==> src/rtl/gcd_pkg.sv <==
// Shared types and constants for the gcd front-end sequencer.
package gcd_pkg;

    localparam int GCD_W     = 32;
    localparam int CYC_W     = 8;
    localparam int TAG_MAX_W = 16;

    typedef enum logic [1:0] {
        ST_IDLE  = 2'd0,
        ST_ISSUE = 2'd1,
        ST_WAIT  = 2'd2,
        ST_ABORT = 2'd3
    } state_e;

    // Tag is stored zero-extended to TAG_MAX_W; the top slices its own width back out.
    typedef struct packed {
        logic [GCD_W-1:0]     result;
        logic [TAG_MAX_W-1:0] tag;
        logic [CYC_W-1:0]     cyc;
        logic                 err;
    } out_rec_t;

    function automatic logic [CYC_W-1:0] sat_inc(input logic [CYC_W-1:0] v);
        if (v == {CYC_W{1'b1}}) begin
            return v;
        end else begin
            return v + CYC_W'(1);
        end
    endfunction

endpackage

==> src/rtl/gcd_fifo.sv <==
// Synchronous FIFO holding tagged operand pairs; power-of-two depth, async reset.
module gcd_fifo #(
    parameter int DEPTH = 4,
    parameter int W     = 68
) (
    input  logic         clk,
    input  logic         reset,
    input  logic         push,
    input  logic [W-1:0] din,
    input  logic         pop,
    output logic [W-1:0] dout,
    output logic         full,
    output logic         empty
);

    localparam int AW = $clog2(DEPTH);
    localparam int CW = AW + 1;

    logic [W-1:0]  mem_q [DEPTH];
    logic [AW-1:0] wr_ptr_q, wr_ptr_d;
    logic [AW-1:0] rd_ptr_q, rd_ptr_d;
    logic [CW-1:0] count_q, count_d;
    logic          do_push_s, do_pop_s;

    assign full  = (count_q == CW'(DEPTH));
    assign empty = (count_q == '0);
    assign dout  = mem_q[rd_ptr_q];

    // Pointer and occupancy update; pointers wrap naturally at DEPTH.
    always_comb begin
        do_push_s = push & ~full;
        do_pop_s  = pop & ~empty;
        wr_ptr_d  = wr_ptr_q;
        rd_ptr_d  = rd_ptr_q;
        count_d   = count_q;
        if (do_push_s) begin
            wr_ptr_d = wr_ptr_q + AW'(1);
        end else begin
            wr_ptr_d = wr_ptr_q;
        end
        if (do_pop_s) begin
            rd_ptr_d = rd_ptr_q + AW'(1);
        end else begin
            rd_ptr_d = rd_ptr_q;
        end
        if (do_push_s && !do_pop_s) begin
            count_d = count_q + CW'(1);
        end else if (!do_push_s && do_pop_s) begin
            count_d = count_q - CW'(1);
        end else begin
            count_d = count_q;
        end
    end

    // Pointer, occupancy and storage registers.
    always_ff @(posedge clk or posedge reset) begin
        if (reset) begin
            wr_ptr_q <= '0;
            rd_ptr_q <= '0;
            count_q  <= '0;
            for (int i = 0; i < DEPTH; i++) begin
                mem_q[i] <= '0;
            end
        end else begin
            wr_ptr_q <= wr_ptr_d;
            rd_ptr_q <= rd_ptr_d;
            count_q  <= count_d;
            if (do_push_s) begin
                mem_q[wr_ptr_q] <= din;
            end
        end
    end

endmodule

==> src/rtl/gcd_dispatch.sv <==
// Front-end sequencer: buffers tagged operand pairs, issues them to an external gcd
// datapath one at a time, and returns result/tag/iteration count/error on an output stream.
module gcd_dispatch
    import gcd_pkg::*;
#(
    parameter int DEPTH   = 4,
    parameter int TAG_W   = 4,
    parameter int MAX_CYC = 64
) (
    input  logic             clk,
    input  logic             reset,
    input  logic             in_valid,
    output logic             in_ready,
    input  logic [GCD_W-1:0] in_opa,
    input  logic [GCD_W-1:0] in_opb,
    input  logic [TAG_W-1:0] in_tag,
    output logic [GCD_W-1:0] gcd_opa,
    output logic [GCD_W-1:0] gcd_opb,
    output logic             gcd_start,
    output logic             gcd_resetn,
    input  logic [GCD_W-1:0] gcd_result,
    input  logic             gcd_done,
    output logic             out_valid,
    input  logic             out_ready,
    output logic [GCD_W-1:0] out_result,
    output logic [TAG_W-1:0] out_tag,
    output logic [CYC_W-1:0] out_cyc,
    output logic             out_err
);

    localparam int FW = 2 * GCD_W + TAG_W;

    logic [FW-1:0]    fifo_din_s, fifo_dout_s;
    logic             fifo_full_s, fifo_empty_s;
    logic             push_s, pop_s;
    logic [GCD_W-1:0] head_opa_s, head_opb_s;
    logic [TAG_W-1:0] head_tag_s;

    state_e           state_q, state_d;
    logic [CYC_W-1:0] cnt_q, cnt_d;
    logic [GCD_W-1:0] gcd_opa_q, gcd_opa_d;
    logic [GCD_W-1:0] gcd_opb_q, gcd_opb_d;
    logic             gcd_start_q, gcd_start_d;
    logic             gcd_resetn_q, gcd_resetn_d;
    logic             out_valid_q, out_valid_d;
    out_rec_t         out_q, out_d;
    out_rec_t         rec_s;
    logic             cap_ok_s, capture_s, cnt_at_max_s;
    logic             unused_tag_s;

    assign fifo_din_s = {in_tag, in_opa, in_opb};
    assign {head_tag_s, head_opa_s, head_opb_s} = fifo_dout_s;
    assign push_s     = in_valid & ~fifo_full_s;
    assign in_ready   = ~fifo_full_s;
    assign cap_ok_s   = ~out_valid_q | out_ready;
    assign cnt_at_max_s = (int'(cnt_q) >= MAX_CYC);

    gcd_fifo #(
        .DEPTH (DEPTH),
        .W     (FW)
    ) u_fifo (
        .clk   (clk),
        .reset (reset),
        .push  (push_s),
        .din   (fifo_din_s),
        .pop   (pop_s),
        .dout  (fifo_dout_s),
        .full  (fifo_full_s),
        .empty (fifo_empty_s)
    );

    // FSM state register.
    always_ff @(posedge clk or posedge reset) begin
        if (reset) begin
            state_q <= ST_IDLE;
        end else begin
            state_q <= state_d;
        end
    end

    // FSM next-state logic; done is only looked at in WAIT since it is stale during ISSUE.
    always_comb begin
        state_d = state_q;
        case (state_q)
            ST_IDLE: begin
                if (!fifo_empty_s && (head_opb_s != '0)) begin
                    state_d = ST_ISSUE;
                end else begin
                    state_d = ST_IDLE;
                end
            end
            ST_ISSUE: begin
                state_d = ST_WAIT;
            end
            ST_WAIT: begin
                if (gcd_done) begin
                    if (cap_ok_s) begin
                        state_d = ST_IDLE;
                    end else begin
                        state_d = ST_WAIT;
                    end
                end else if (cnt_at_max_s) begin
                    state_d = ST_ABORT;
                end else begin
                    state_d = ST_WAIT;
                end
            end
            ST_ABORT: begin
                if (cap_ok_s) begin
                    state_d = ST_IDLE;
                end else begin
                    state_d = ST_ABORT;
                end
            end
            default: begin
                state_d = ST_IDLE;
            end
        endcase
    end

    // FSM output logic: operand load, cycle counter, capture record and pop.
    always_comb begin
        capture_s  = 1'b0;
        rec_s      = '0;
        rec_s.tag  = TAG_MAX_W'(head_tag_s);
        cnt_d      = cnt_q;
        gcd_opa_d  = gcd_opa_q;
        gcd_opb_d  = gcd_opb_q;
        case (state_q)
            ST_IDLE: begin
                if (fifo_empty_s) begin
                    capture_s = 1'b0;
                end else if (head_opb_s == '0) begin
                    // b=0 would make gcd return 0, so the answer is a and gcd is skipped.
                    capture_s    = cap_ok_s;
                    rec_s.result = head_opa_s;
                end else begin
                    gcd_opa_d = head_opa_s;
                    gcd_opb_d = head_opb_s;
                    cnt_d     = '0;
                end
            end
            ST_ISSUE: begin
                cnt_d = cnt_q;
            end
            ST_WAIT: begin
                if (gcd_done) begin
                    capture_s    = cap_ok_s;
                    rec_s.result = gcd_result;
                    rec_s.cyc    = cnt_q;
                end else if (cnt_at_max_s) begin
                    cnt_d = cnt_q;
                end else begin
                    cnt_d = sat_inc(cnt_q);
                end
            end
            ST_ABORT: begin
                capture_s = cap_ok_s;
                rec_s.cyc = cnt_q;
                rec_s.err = 1'b1;
            end
            default: begin
                capture_s = 1'b0;
            end
        endcase

        pop_s        = capture_s;
        gcd_start_d  = (state_d == ST_ISSUE);
        gcd_resetn_d = ~((state_d == ST_ABORT) && (state_q != ST_ABORT));

        if (capture_s) begin
            out_valid_d = 1'b1;
            out_d       = rec_s;
        end else if (out_ready) begin
            out_valid_d = 1'b0;
            out_d       = out_q;
        end else begin
            out_valid_d = out_valid_q;
            out_d       = out_q;
        end
    end

    // Registered outputs to gcd and the output slot.
    always_ff @(posedge clk or posedge reset) begin
        if (reset) begin
            cnt_q        <= '0;
            gcd_opa_q    <= '0;
            gcd_opb_q    <= '0;
            gcd_start_q  <= 1'b0;
            gcd_resetn_q <= 1'b0;
            out_valid_q  <= 1'b0;
            out_q        <= '0;
        end else begin
            cnt_q        <= cnt_d;
            gcd_opa_q    <= gcd_opa_d;
            gcd_opb_q    <= gcd_opb_d;
            gcd_start_q  <= gcd_start_d;
            gcd_resetn_q <= gcd_resetn_d;
            out_valid_q  <= out_valid_d;
            out_q        <= out_d;
        end
    end

    assign gcd_opa    = gcd_opa_q;
    assign gcd_opb    = gcd_opb_q;
    assign gcd_start  = gcd_start_q;
    assign gcd_resetn = gcd_resetn_q;
    assign out_valid  = out_valid_q;
    assign out_result = out_q.result;
    assign out_tag    = out_q.tag[TAG_W-1:0];
    assign out_cyc    = out_q.cyc;
    assign out_err    = out_q.err;
    // Upper tag bits are zero-filled and never read.
    assign unused_tag_s = ^out_q.tag;

endmodule

==> config.mk <==
export PLATFORM = sky130hd
export DESIGN_NAME = gcd_dispatch
export DESIGN_NICKNAME = d
export VERILOG_FILES = /design/src/rtl/gcd_pkg.sv /design/src/rtl/gcd_fifo.sv /design/src/rtl/gcd_dispatch.sv
export SDC_FILE = /design/constraint.sdc
export NUM_CORES = 1
export LEC_CHECK = 0
export ABC_AREA = 1
export BUFFER_PORTS_ARGS = -buffer_cell sky130_fd_sc_hd__clkbuf_2
export CORE_MARGIN = 2
export CORE_UTILIZATION = 50
export CTS_CLUSTER_DIAMETER = 30
export DETAILED_ROUTE_END_ITERATION = 12
export GPL_TIMING_DRIVEN = 0
export PLACE_DENSITY = 0.73
export SETUP_SLACK_MARGIN = 0.4
export SKIP_CTS_REPAIR_TIMING = 1
export SYNTH_ARGS = -nofsm -noshare
export SYNTH_HDL_FRONTEND = slang
export SYNTH_SLANG_ARGS = --single-unit
==> constraint.sdc <==
create_clock -name clk -period 14.7 [get_ports clk]
set_input_delay 2.94 -clock clk [delete_from_list [all_inputs] [get_ports clk]]
set_output_delay 2.94 -clock clk [all_outputs]
set_load 0.03 [all_outputs]
---- After elaboration in Yosys (flattened, before gate mapping) ----
Index checks and enable logic that the tools add are counted.
W data, S select, Z words.
word-level totals
  input bits .............................. 105
  output and inout bits ................... 113
  flip-flop bits (word level) ............. 401
operators by class
  add/sub/neg operators ................... 5
  reductions and logical operators ........ 17
  bitwise gates (word level) .............. 11
  order comparisons ....................... 4
  mux-type cells .......................... 33
  equality and inequality tests ........... 13
operators by type and width
  cell                   number
  $bwmux W272            1
  $mux W68               3
  $bmux W68 S2           1
  $demux W68 S2          1
  $mux W32               3
  $pmux W32 S2           1
  $mux W8                6
  $logic_not A32 Y1      1
  $pmux W8 S2            2
  $reduce_bool A32 Y1    1
  $ne A2 B2 Y1 const B   6
  $add A8 B1 Y8 const B  1
  $eq A8 B8 Y1 const B   1
  $ge A8 B7 Y1 const B   1
  $mux W1                8
  $pmux W2 S4            1
  $eq A2 B2 Y1 const B   3
  $ge A3 B3 Y1 const B   2
  $mux W2                3
  $mux W3                2
  $not A2 Y3             2
  $reduce_and A6 Y1      1
  $reduce_bool A2 Y1     3
  $logic_and A1 B1 Y1    5
  other kinds (14)       24

---- Longest topological paths before layout ----
  depth after elaboration ................. 12
  mapped depth ............................ 20

---- Hierarchy ----
From an unflattened synthesis, not the netlist that was laid out.
second synthesis, totals
  cells, all modules ...................... 2409
  area, all modules ....................... 19243.5 um^2
by module, submodules not included
  module        cells each  instances  area an instance (um^2)
  gcd_fifo      1721        1          13840.8
  gcd_dispatch  688         1          5402.7

---- Worst setup path after synthesis ----
Ideal clock, no wire load.
  path kind ............................... input to register
  from .................................... in gcd_done
  to ...................................... reg u_fifo.count_q[1]
  arrival ................................. 4.572 ns
  setup time .............................. 0.125 ns
  path slack .............................. 10.003 ns
  stages on the path ...................... 9
  required time ........................... 14.575 ns
  path through ............................ inv_1 a21oi_1 inv_1 nand2_2 nand3_1 ha_1 inv_1 fa_1 mux2_2
between the ends
  longest elaborated chain between the ends .. 6
ends and longest elaborated chain
  what                         line                 text
  start: declaration           gcd_dispatch.sv:22   input logic gcd_done,
  $mux W1                      gcd_dispatch.sv:147  if (gcd_done) begin
  $pmux W1 S3                  gcd_dispatch.sv:129  case (state_q)
  $and A1 B1 Y1                gcd_fifo.sv:32       do_pop_s = pop & ~empty;
  $logic_not A1 Y1             gcd_fifo.sv:46       if (do_push_s && !do_pop_s) begin
  $logic_and A1 B1 Y1          gcd_fifo.sv:46
  $mux W3                      gcd_fifo.sv:46
  named net u_fifo.count_d[1]  gcd_fifo.sv:22       logic [CW-1:0] count_q, count_d;
  end signal: assignment       gcd_fifo.sv:67       count_q <= count_d;
  end: declaration             gcd_fifo.sv:22
The timed path passes the listed nets, and every way through them passes these cells.
A chain may end at the register's enable or synchronous reset.

---- Final worst setup path ----
  from .................................... in in_valid
  to ...................................... reg u_fifo.mem_q[75] in the netlist's numbering
between the ends
  longest elaborated chain between the ends .. 2
ends and longest elaborated chain
  what                            line                text
  start: declaration              gcd_dispatch.sv:12  input logic in_valid,
  $and A1 B1 Y1                   gcd_dispatch.sv:53  assign push_s = in_valid & ~fifo_full_s;
  $and A1 B1 Y1                   gcd_fifo.sv:31      do_push_s = push & ~full;
  end signal: indexed assignment  gcd_fifo.sv:69      mem_q[wr_ptr_q] <= din;
  end: declaration                gcd_fifo.sv:19      logic [W-1:0] mem_q [DEPTH];
No other way between the ends.

==> out/metrics.yaml <==
status:
  status: "completed"
critical_path:
  cp-end-kind: "flip-flop"
  worstSetupPathType: "in -> reg"
  critical_path_required_ns: 15.16
  reg2reg_from: "u_fifo.rd_ptr_q[1]"
  r2r_end: "u_fifo.count_q[1]"
  cp_max_fo: 10
  ff2ff_setup_slack_ns: 10.88
  worst_setup_path_start_kind: "primary input"
  r2r_cells: 15
  critPathArrivalTime_ns: 5.17
clock_tree:
  clock-sinks: 401
  clock_latency_ns: 0.60
  clockRootBuffer: "clkbuf_16"
  clk_path_buf_depth: 3
  htreeDepth: 3
  path_clk_slew_ns: 0.04
  numCtsBuffers: 87
  cts_tree: "done"
sta:
  setup_tns_ns: 0
  fin_crit_ns: 4.71
  finClkSkew_ns: 0.0254
  min_period_over_period: 0.321
  drv_slew: 0
  fmax_ghz: 0.212
  rsz0062_at_grt: "false"
  report.final.hold_viol_count: 0
  setup_violations: 0
  tightest_slew_ns: 1.01
  slew_headroom: 0.323
pwr:
  power_density_nw_per_um2: 278
  ir_worst_vdd_uv: 163
  leakagePower_nw: 10.7
grt:
  gr-usage-met1: 0.352
  gr-total-overflow: 0
  antenna_found_initial: 4
  grt-busiest-layer: "met2"
  use_met2: 0.453
  grt_use_met3: 0.0703
  grt_pass1_vias: 14709
  grt_first_pass_wirelength_um: 78700
  track_usage: 0.278
  grt_start_max_net_pins: 137
layout:
  area_growth_pct: 27.3
  drive_above_1_share: 0.306
  fillerInstances: 2637
  utilization: 0.647
  layout.nets: 2193
die:
  die_w_um: 192
  ios: 218
  core_area_um2: 34600
  die_h_um: 192
  dieArea_um2: 36700
  start_util: 0.508
  rows: 68
route:
  ant_nets: 0
  dr.pass1.iters: 5
  vias: 14553
  drt_iter0_drc: 1233
  wl_per_cell_um: 19.3
  drcViolationCount: 0
  vias_per_cell: 5.58
  wl_um: 50400
min_path:
  hold_depth: 2
  min_path_type: "reg -> reg"
  hold_start: "out_cyc[7]"
  hold_end: "out_cyc[7]"
yosys:
  synth.distinct_cells: 28
  avgSynthCellArea_um2: 9.93
  ys_warn_count: 0
  yosysSeqAreaShare: 0.570
  syn_nets: 1884
  syn_area_um2: 17600
  syn_inst: 1772
  synth_seq_cells: 401
placement:
  hpwl_um: 33000
  gp_congestion: 0.830
  port-buffer-count: 217
job:
  maxCapViolCount: 0
[power breakdown]
group	total (W)	switching, W	internal [W]
Sequential	0.00194	0.000290	0.00165
Clock	0.00201	0.000628	0.00138
Combinational	0.00229	0.00148	0.000812
Total	0.00623	0.00239	0.00384
[state kept, by name, indices dropped and copies added (netlist names)]
signal,cells
u_fifo.mem_q,272
state_q,2
u_fifo.count_q,3
gcd_start,1
out_valid,1
cnt_q,8
gcd_resetn,1
out_tag,4
gcd_opa,32
out_err,1
u_fifo.rd_ptr_q,2
out_result,32
out_cyc,8
u_fifo.wr_ptr_q,2
gcd_opb,32
[layout make-up]
type	instances	area [um^2]	area share
timing repair buffer	220	1170	0.0522
antenna	1	2.50	0.000112
sequential	401	10000	0.448
clock buffer	106	2390	0.107
tap	455	569	0.0254
buffer	106	478	0.0213
clock inverter	53	672	0.0300
multi-input combinational	1196	6820	0.305
inverter	69	267	0.0119
[per-stage QoR]
stage	area, um^2	power (W)	instances	worst slack, ns	hold WS, ns
after floorplan	17600	0.00345	1772	0.607	0.459
after global placement	19300	0.00409	2444	-3.40	0.458
after detailed placement	19300	0.00418	2447	9.38	0.462
after CTS	22400	0.00624	2606	9.99	0.474
after global routing	22400	0.00657	2607	9.92	0.491
final	22400	0.00623	2607	9.99	0.471
[worst max-delay path, stage by stage]
cell and delay (ns):
clkbuf_2 0.08, nand2_1 0.17, nor2_1 0.58, clkbuf_1 0.63
buf_2 0.39, mux2_2 0.37
[cell families (layout without fill, tap and decap cells)]
logic type / Yosys count / in the layout / synth area share
AOI/OAI and AO/OA: 220 / 220 / 0.0629
xor gates and xnor gates: 6 / 6 / 0.00299
adders and majority gates: 7 / 7 / 0.00540
buffers and inverters: 175 / 554 / 0.0419
DFF: 401 / 401 / 0.570
muxes: 236 / 236 / 0.151
other: 0 / 1 / 0
and+or+nand+nor: 727 / 727 / 0.165
[worst max-delay path by stage]
stage                     slack [ns]  startpoint          endpoint
after global placement         -3.40       reset     out_result[8]
final                           9.99    in_valid  u_fifo.mem_q[75]
after detailed placement        9.38    in_valid  u_fifo.mem_q[69]
after global routing            9.92    in_valid  u_fifo.mem_q[72]
after floorplan                 0.61       reset          cnt_q[0]
after CTS                       9.99    in_valid  u_fifo.mem_q[68]
[cells in the final DEF, fill, tap and decap left out, types with 10 or more instances in the layout]
master	instances
a21oi_1	40
buf_2	37
bufinv_16	13
clkbuf_1	66
clkbuf_16	89
clkbuf_2	217
clkbuf_8	10
clkinv_2	14
clkinvlp_4	13
dfrtp_1	401
inv_1	64
mux2_2	236
nand2_1	570
nand3_1	110
nor2_1	30
o21ai_0	150
o21ai_1	28
[per-layer routing]
| metal | wire (um) | part of all wire |
|---|---|---|
| met1 | 20500 | 0.41 |
| met3 | 4240 | 0.084 |
| met4 | 1560 | 0.031 |
| met5 | 36 | 0.00071 |
| met2 | 24100 | 0.48 |
[cells in the mapped netlist]
cell	number	area share
nand2_1	570	0.12
dfrtp_1	401	0.57
mux2_2	236	0.15
o21ai_0	150	0.043
nand3_1	110	0.031
inv_1	65	0.014
clkbuf_1	59	0.013
a21oi_1	40	0.011
buf_2	37	0.011
nor2_1	30	0.0064
o21ai_1	28	0.0080
nand4_1	9	0.0032
ha_1	6	0.0043
buf_1	4	0.00085
xor2_1	4	0.0020
buf_4	3	0.0013
buf_6	3	0.0019
clkinv_1	2	0.00043
inv_2	2	0.00043
nand2_2	2	0.00071
nor2_2	2	0.00071
nor3_1	2	0.00057
xnor2_1	2	0.0010
a221oi_1	1	0.00050
fa_1	1	0.0011
nand3_2	1	0.00057
nor3b_1	1	0.00043
o211ai_1	1	0.00043
Power figures use the tool's default switching activity.
